==> src/rtl/video_pkg.sv <==
// video_pkg: shared coordinate width, standard timing sets and the axis-total helper.
package video_pkg;
    localparam int COORD_W = 10;
    localparam int MAX_TOTAL = 1 << COORD_W;
    typedef struct packed {
        logic [15:0] active;
        logic [15:0] fp;
        logic [15:0] sync;
        logic [15:0] bp;
    } axis_timing_t;
    localparam axis_timing_t ST_MONO_H = '{active: 16'd640, fp: 16'd16, sync: 16'd96, bp: 16'd48};
    localparam axis_timing_t ST_MONO_V = '{active: 16'd400, fp: 16'd12, sync: 16'd2, bp: 16'd35};
    // Colour mode: 320 pixels at half rate, 200 lines each shown twice.
    localparam axis_timing_t ST_COLOUR_H = '{active: 16'd320, fp: 16'd8, sync: 16'd48, bp: 16'd24};
    localparam axis_timing_t ST_COLOUR_V = '{active: 16'd400, fp: 16'd12, sync: 16'd2, bp: 16'd35};
    function automatic int axis_total(input int active, input int fp, input int sync, input int bp);
        return active + fp + sync + bp;
    endfunction
endpackage

==> src/rtl/video_timing_gen_sync_axis_counter.sv <==
// sync_axis_counter: one raster axis counter with active and sync region decode.
module sync_axis_counter
    import video_pkg::*;
#(
    parameter int ACTIVE = 640,
    parameter int FP = 16,
    parameter int SYNC = 96,
    parameter int BP = 48
) (
    input  logic               pclk,
    input  logic               reset_n,
    input  logic               step,
    output logic [COORD_W-1:0] cnt,
    output logic               last,
    output logic               in_active,
    output logic               in_sync
);
    localparam int TOTAL = axis_total(ACTIVE, FP, SYNC, BP);
    localparam int CW1 = COORD_W + 1;
    localparam logic [CW1-1:0] LAST = CW1'(TOTAL - 1);
    localparam logic [CW1-1:0] A_END = CW1'(ACTIVE);
    localparam logic [CW1-1:0] S_BEG = CW1'(ACTIVE + FP);
    localparam logic [CW1-1:0] S_END = CW1'(ACTIVE + FP + SYNC);
    if (TOTAL > MAX_TOTAL || TOTAL < 1) begin : g_bad_total
        $error("sync_axis_counter: axis total %0d outside 1..%0d", TOTAL, MAX_TOTAL);
    end
    logic [CW1-1:0] cnt_x;
    assign cnt_x = {1'b0, cnt};
    assign last = cnt_x == LAST;
    assign in_active = cnt_x < A_END;
    assign in_sync = cnt_x >= S_BEG && cnt_x < S_END;
    always_ff @(posedge pclk or negedge reset_n) begin
        if (!reset_n) cnt <= '0;
        else if (step) cnt <= last ? '0 : cnt + 1'b1;
    end
endmodule

==> src/rtl/video_timing_gen.sv <==
// video_timing_gen: raster timing source with sync polarity switched only at frame boundaries.
module video_timing_gen
    import video_pkg::*;
#(
    parameter int H_ACTIVE = int'(ST_MONO_H.active),
    parameter int H_FP = int'(ST_MONO_H.fp),
    parameter int H_SYNC = int'(ST_MONO_H.sync),
    parameter int H_BP = int'(ST_MONO_H.bp),
    parameter int V_ACTIVE = int'(ST_MONO_V.active),
    parameter int V_FP = int'(ST_MONO_V.fp),
    parameter int V_SYNC = int'(ST_MONO_V.sync),
    parameter int V_BP = int'(ST_MONO_V.bp)
) (
    input  logic               pclk,
    input  logic               reset_n,
    input  logic               enable,
    input  logic               hs_pol,
    input  logic               vs_pol,
    output logic               hs_out,
    output logic               vs_out,
    output logic               de,
    output logic [COORD_W-1:0] x,
    output logic [COORD_W-1:0] y,
    output logic               sol,
    output logic               sof,
    output logic               pol_ack
);
    logic [COORD_W-1:0] h_cnt, v_cnt;
    logic h_last, v_last, h_act, v_act, h_sync, v_sync;
    logic hs_pol_q, vs_pol_q, pol_chg, act, frame_wrap;
    assign act = h_act && v_act;
    assign frame_wrap = enable && h_last && v_last;
    sync_axis_counter #(.ACTIVE(H_ACTIVE), .FP(H_FP), .SYNC(H_SYNC), .BP(H_BP)) u_h (
        .pclk(pclk), .reset_n(reset_n), .step(enable), .cnt(h_cnt),
        .last(h_last), .in_active(h_act), .in_sync(h_sync)
    );
    sync_axis_counter #(.ACTIVE(V_ACTIVE), .FP(V_FP), .SYNC(V_SYNC), .BP(V_BP)) u_v (
        .pclk(pclk), .reset_n(reset_n), .step(enable && h_last), .cnt(v_cnt),
        .last(v_last), .in_active(v_act), .in_sync(v_sync)
    );
    // Shadows load with the counters' wrap, so the (0,0) outputs already use them.
    always_ff @(posedge pclk or negedge reset_n) begin
        if (!reset_n) begin
            hs_pol_q <= 1'b0;
            vs_pol_q <= 1'b0;
            pol_chg <= 1'b0;
        end else if (enable) begin
            pol_chg <= frame_wrap && (hs_pol != hs_pol_q || vs_pol != vs_pol_q);
            if (frame_wrap) begin
                hs_pol_q <= hs_pol;
                vs_pol_q <= vs_pol;
            end
        end
    end
    always_ff @(posedge pclk or negedge reset_n) begin
        if (!reset_n) begin
            hs_out <= 1'b1;
            vs_out <= 1'b1;
            de <= 1'b0;
            x <= '0;
            y <= '0;
            sol <= 1'b0;
            sof <= 1'b0;
            pol_ack <= 1'b0;
        end else begin
            sol <= enable && h_cnt == '0;
            sof <= enable && h_cnt == '0 && v_cnt == '0;
            pol_ack <= enable && pol_chg;
            if (enable) begin
                hs_out <= h_sync ? hs_pol_q : ~hs_pol_q;
                vs_out <= v_sync ? vs_pol_q : ~vs_pol_q;
                de <= act;
                x <= act ? h_cnt : '0;
                y <= act ? v_cnt : '0;
            end
        end
    end
endmodule

==> config.mk <==
export PLATFORM = sky130hd
export DESIGN_NAME = video_timing_gen
export DESIGN_NICKNAME = d
export VERILOG_FILES = /design/src/rtl/video_pkg.sv /design/src/rtl/video_timing_gen_sync_axis_counter.sv /design/src/rtl/video_timing_gen.sv
export SDC_FILE = /design/constraint.sdc
export NUM_CORES = 1
export LEC_CHECK = 0
export BUFFER_PORTS_ARGS = -buffer_cell sky130_fd_sc_hd__buf_2
export CAP_MARGIN = 20
export CORE_MARGIN = 1.5
export CORE_UTILIZATION = 56
export DETAILED_ROUTE_END_ITERATION = 8
export GPL_ROUTABILITY_DRIVEN = 0
export GPL_TIMING_DRIVEN = 0
export PLACE_DENSITY = 0.76
export RECOVER_POWER = 50
export SYNTH_ARGS = -nofsm -noshare
export SYNTH_HDL_FRONTEND = slang
export SYNTH_HIERARCHICAL = 1
export SYNTH_SLANG_ARGS = --single-unit
==> constraint.sdc <==
create_clock -name pclk -period 2.3 [get_ports pclk]
set_input_delay 0.345 -clock pclk [delete_from_list [all_inputs] [get_ports pclk]]
set_output_delay 0.345 -clock pclk [all_outputs]
set_load 0.005 [all_outputs]
# After elaboration in Yosys (flattened, before gate mapping)
# Cells that the tools add are included.
[word_totals]
reg_bits = 49
input_bits = 5
output_inout_bits = 26
wordCells = 46
[classes]
n_addsub = 2
magnitude_cmp = 6
n_eq_ne = 4
n_mux = 6
bitwise = 2
reduce_logical = 13
[op_table]
columns = ["cell", "n"]
rows = [
  ["$mux 10", 4],
  ["$add 10x1->10 const B", 2],
  ["$logic_not 10->1", 2],
  ["$lt 10x10->1 const B", 2],
  ["$lt 10x9->1 const B", 2],
  ["$eq 10x10->1 const B", 1],
  ["$eq 10x9->1 const B", 1],
  ["$ge 10x10->1 const B", 1],
  ["$ge 10x9->1 const B", 1],
  ["$logic_and 1x1->1", 9],
  ["$mux 1", 2],
  ["$ne 1x1->1", 2],
  ["$not 1->1", 2],
  ["$reduce_and 2->1", 1],
  ["$logic_or 1x1->1", 1],
]

# Longest topological paths before layout
[logic_depth]
word_depth = 4
mapped_depth = 8
ltp_nobuf = 7

# By module
# The synthesis kept the hierarchy.
[by_module_without_submodules]
columns = ["module", "n_inst", "cells_per_inst", "area_each_um2"]
rows = [
  ["video_timing_gen", 1, 77, 1116.1],
  ["sync_axis_counter at u_v", 1, 55, 563.0],
  ["sync_axis_counter at u_h", 1, 57, 539.3],
]

# Least setup slack after synthesis
# No wires, ideal clock.
[synth_timing]
path_type = "reg-to-reg"
start = "register u_h.cnt[0]"
end = "register u_v.cnt[6]"
setup_time_ps = 87
arrival_time_ps = 1960
path_slack_ps = 253
path_stages_with_launch = 9
n_path_buf = 1
path_cell_list = "dfrtp_1 ha_1 nand4bb_1 nor3_1 and2_1 buf_4 nand4_2 or3_1 a22oi_1"
[synth_via]
elab_chain_len = 2
[synth_lines]
columns = ["element", "line_no", "rtl"]
rows = [
  ["start: declaration", "video_timing_gen_sync_axis_counter.sv:13", "output logic [COORD_W-1:0] cnt,"],
  ["start signal: assignment", "video_timing_gen_sync_axis_counter.sv:34", "else if (step) cnt <= last ? '0 : cnt + 1'b1;"],
  ["$eq 10x10->1", "video_timing_gen_sync_axis_counter.sv:29", "assign last = cnt_x == LAST;"],
  ["net h_last", "video_timing_gen.sv:29", "logic h_last, v_last, h_act, v_act, h_sync, v_sync;"],
  ["$logic_and 1x1->1", "video_timing_gen.sv:38", ".pclk(pclk), .reset_n(reset_n), .step(enable && h_last), .cnt(v_cnt),"],
  ["end signal: assignment", "video_timing_gen_sync_axis_counter.sv:34", ""],
  ["end: declaration", "video_timing_gen_sync_axis_counter.sv:13", ""],
]
# The timed path passes the listed nets, and every way through them passes these cells.
# A chain may end at the register's enable or synchronous reset.

# Final worst setup path
[layout_timing]
start = "register u_h.cnt[0]"
end = "register u_v.cnt[8]"
# Same word-level chain as after synthesis.

==> results.sh <==
export IMPL_power_density_nw_per_um2=736.3
export IMPL_synth_cells=189
export IMPL_crit_slowest_cell="dfrtp_2"
export IMPL_synth_yosys_seq_area_share_pct=55.39
export IMPL_die_h_um=65.94
export IMPL_grt_busiest_layer="met2"
export IMPL_timing_fmax_mhz=446.2
export IMPL_critPathRequiredTime_ns=2.51
export IMPL_synth_area_per_cell_um2=11.74
export IMPL_p_leak_nw=1.268
export IMPL_start_util_pct=59.26
export IMPL_fp_dieW_um=65.94
export IMPL_first_iter_violations=108
export IMPL_synth_seq_cells=49
export IMPL_cts_tree="yes"
export IMPL_clk_latency_ns=0.30
export IMPL_synthArstFlopShare_pct=100.0
export IMPL_ys_flop_type="dfrtp_1"
export IMPL_clk_pin_slew_ns=0.08
export IMPL_grt_pass1_vias=1531
export IMPL_hold_start="vs_pol"
export IMPL_hpwl_mm=3.006
export IMPL_crit_fanout=10
export IMPL_drv_slew=0
export IMPL_port_buffers=30
export IMPL_drive_gt1_share_pct=30.90
export IMPL_hold_class="input pin to register"
export IMPL_grtUsageMet3_pct=4.089
export IMPL_antennaDiodeCount=0
export IMPL_vdd_ir_drop_max_mv=0.3709
export IMPL_endpoint_kind="register"
export IMPL_crit_start="u_h/cnt[0]"
export IMPL_cts_sink_count=49
export IMPL_maxCapViolCount=0
export IMPL_core_area_um2=3744
export IMPL_period_share_pct=97.43
export IMPL_synth_edf_count=0
export IMPL_cts_inserted_buffers=5
export IMPL_syn_nets=198
export IMPL_htree_levels=2
export IMPL_fin_nets=241
export IMPL_grt_max_degree=50
export IMPL_drtAntennaViolNets=0
export IMPL_grt_pass1_wl_mm=7.314
export IMPL_tns_ns=0
export IMPL_io_pins=31
export IMPL_crit_type="register to register"
export IMPL_vias=1674
export IMPL_hold_viol_final=0
export IMPL_grtUsageMet1_pct=31.45
export IMPL_cp_data_arrival_time_ns=2.45
export IMPL_r2r_start="u_h/cnt[0]"
export IMPL_areaGrowthSynthToFinish_pct=18.61
export IMPL_fin_crit_ns=2.241
export IMPL_syn_cell_area_um2=2218
export IMPL_grt_overflow=0
export IMPL_die_area_um2=4348
export IMPL_cp_num_buf_inv=1
export IMPL_relSlewSlack_pct=41.18
export IMPL_status="completed"
export IMPL_antenna_found_initial=0
export IMPL_clock_skew_ns=0.004713
export IMPL_crit_family="simple AND/OR/NAND/NOR gates"
export IMPL_critPathMaxStageDelay_ns=0.42
export IMPL_via_per_inst=5.957
export IMPL_dr_pass1_iters=4
export IMPL_yosysWarnings=6
export IMPL_root_buffer="clkbuf_8"
export IMPL_gr_usage_met2_pct=35.10
export IMPL_power_mw=1.937
export IMPL_tightest_slew_ns=0.8822
export IMPL_clock_path_buffers=2
export IMPL_routed_wirelength_mm=4.439
export IMPL_worstPathCellList="ha_2 -> nand4bb_1 -> nor3_2 -> and2_4 -> buf_6 -> nand4_4 -> or3_1 -> a22oi_1"
export IMPL_post_drt_wl_per_cell_um=15.80
export IMPL_synth_cell_types=41
export IMPL_finalSetupViolations=0
export IMPL_drc=0
export IMPL_std_cell_rows=22
export IMPL_grt_total_usage_pct=22.41
export IMPL_startpoint_type="register"
-- report_power, final --
part,switching [mW],total (mW),internal [mW]
sequential,0.105,1.05,0.948
clock,0.269,0.623,0.354
combinational,0.127,0.261,0.134
total,0.501,1.94,1.44
-- repair_timing --
item | 4_1_cts | 5_1_grt
hold buffers | 0 | 1
pin swaps | 0 | 1
hold endpoints to repair | 0 | 15
endpoints found under the setup margin | 2 | 3
gates resized for setup | 2 | 7
buffers inserted | 0 | 4
-- final timing paths --
path / to / slack [ns] / cells past startpoint
min in group asynchronous: sof / 0.68 / 2
hold reg to reg: de / 0.48 / 1
max in group asynchronous: hs_out / 0.88 / 3
hold / removal: vs_pol_q / 0.30 / 2
setup / recovery: u_v/cnt[8] / 0.06 / 8
setup reg to reg: u_v/cnt[8] / 0.06 / 8
-- registers in the layout, indices dropped and copies added (netlist names), 10 cells and up --
register / cells
x: 10
u_h/cnt: 10
y: 10
u_v/cnt: 10
-- cell usage in the layout, fill, tap and decap left out, drive strengths merged --
| master | count |
|---|---|
| a21o | 2 |
| a21oi | 4 |
| a22o | 20 |
| a22oi | 3 |
| a31oi | 1 |
| and2 | 2 |
| and3 | 4 |
| buf | 39 |
| bufinv | 1 |
| clkbuf | 10 |
| dfrtp | 47 |
| dfstp | 2 |
| dlygate4sd3 | 1 |
| ha | 4 |
| inv | 6 |
| mux2 | 4 |
| nand2 | 14 |
| nand2b | 2 |
| nand3 | 7 |
| nand4 | 6 |
| nand4bb | 3 |
| nor2 | 3 |
| nor3 | 6 |
| nor4 | 7 |
| nor4b | 1 |
| o21ai | 9 |
| o22ai | 1 |
| o31ai | 2 |
| or2 | 1 |
| or3 | 5 |
| or4 | 3 |
| xnor2 | 8 |
| xor2 | 5 |
-- kinds of logic after synthesis --
family	share of synthesized area [%]
AOI/OAI and AO/OA	14.04
muxes	2.030
xor gates and xnor gates	5.133
buffers and inverters	2.595
and+or+nand+nor	18.56
adders and majority gates	2.256
DFF	55.39
-- layer usage --
layer	wire (um)	up-vias	share of wire, %
li1	-	790	-
met1	2062	836	46
met2	2131	43	48
met3	191	5	4.3
met4	53	0	1.2
met5	0	-	0
-- area by class of cell --
class	count	area, um^2
Fill cell	291	1112
Buffer	7	38.79
Sequential cell	49	1234
Inverter	6	22.52
Multi-Input combinational cell	127	950.9
Clock buffer	7	86.33
Clock inverter	1	30.03
Timing Repair Buffer	36	209.0
Tap cell	48	60.06
-- per-stage QoR --
step           util (%)  instances  worst slack [ns]  hold slack (ns)  cell area (um^2)
2_1_floorplan         -        189            0.2531          0.04941              2218
3_3_place_gp      64.87        267          -0.04186           0.4579              2429
3_5_place_dp      64.87        267          -0.09581           0.4657              2429
4_1_cts           68.15        275           0.02381           0.2726              2551
5_1_grt           70.29        281          -0.02840           0.2930              2631
6_report          70.29        281           0.05907           0.2995              2631
-- cell usage after synthesis (2+ instances only) --
master / n / area [um^2]
a21o_1: 2 / 15.01
a21oi_1: 4 / 20.02
a22o_1: 19 / 166.4
a22oi_1: 2 / 15.01
and2_1: 2 / 12.51
and3_1: 4 / 25.02
buf_2: 4 / 20.02
clkbuf_1: 2 / 7.510
dfrtp_1: 47 / 1176
dfstp_2: 2 / 52.55
ha_1: 4 / 50.05
inv_1: 6 / 22.52
mux2_2: 4 / 45.04
nand2_1: 13 / 48.80
nand2b_1: 2 / 12.51
nand3_1: 6 / 30.03
nand4_1: 4 / 25.02
nand4_2: 2 / 25.02
nand4bb_1: 2 / 22.52
nor2_1: 3 / 11.26
nor3_1: 4 / 20.02
nor3_2: 2 / 20.02
nor4_1: 7 / 43.79
o21ai_0: 6 / 30.03
o21ai_1: 3 / 15.01
o31ai_1: 2 / 15.01
or3_1: 5 / 31.28
or4_4: 2 / 22.52
xnor2_1: 8 / 70.07
xor2_1: 5 / 43.79
Power figures use the tool's default switching activity.
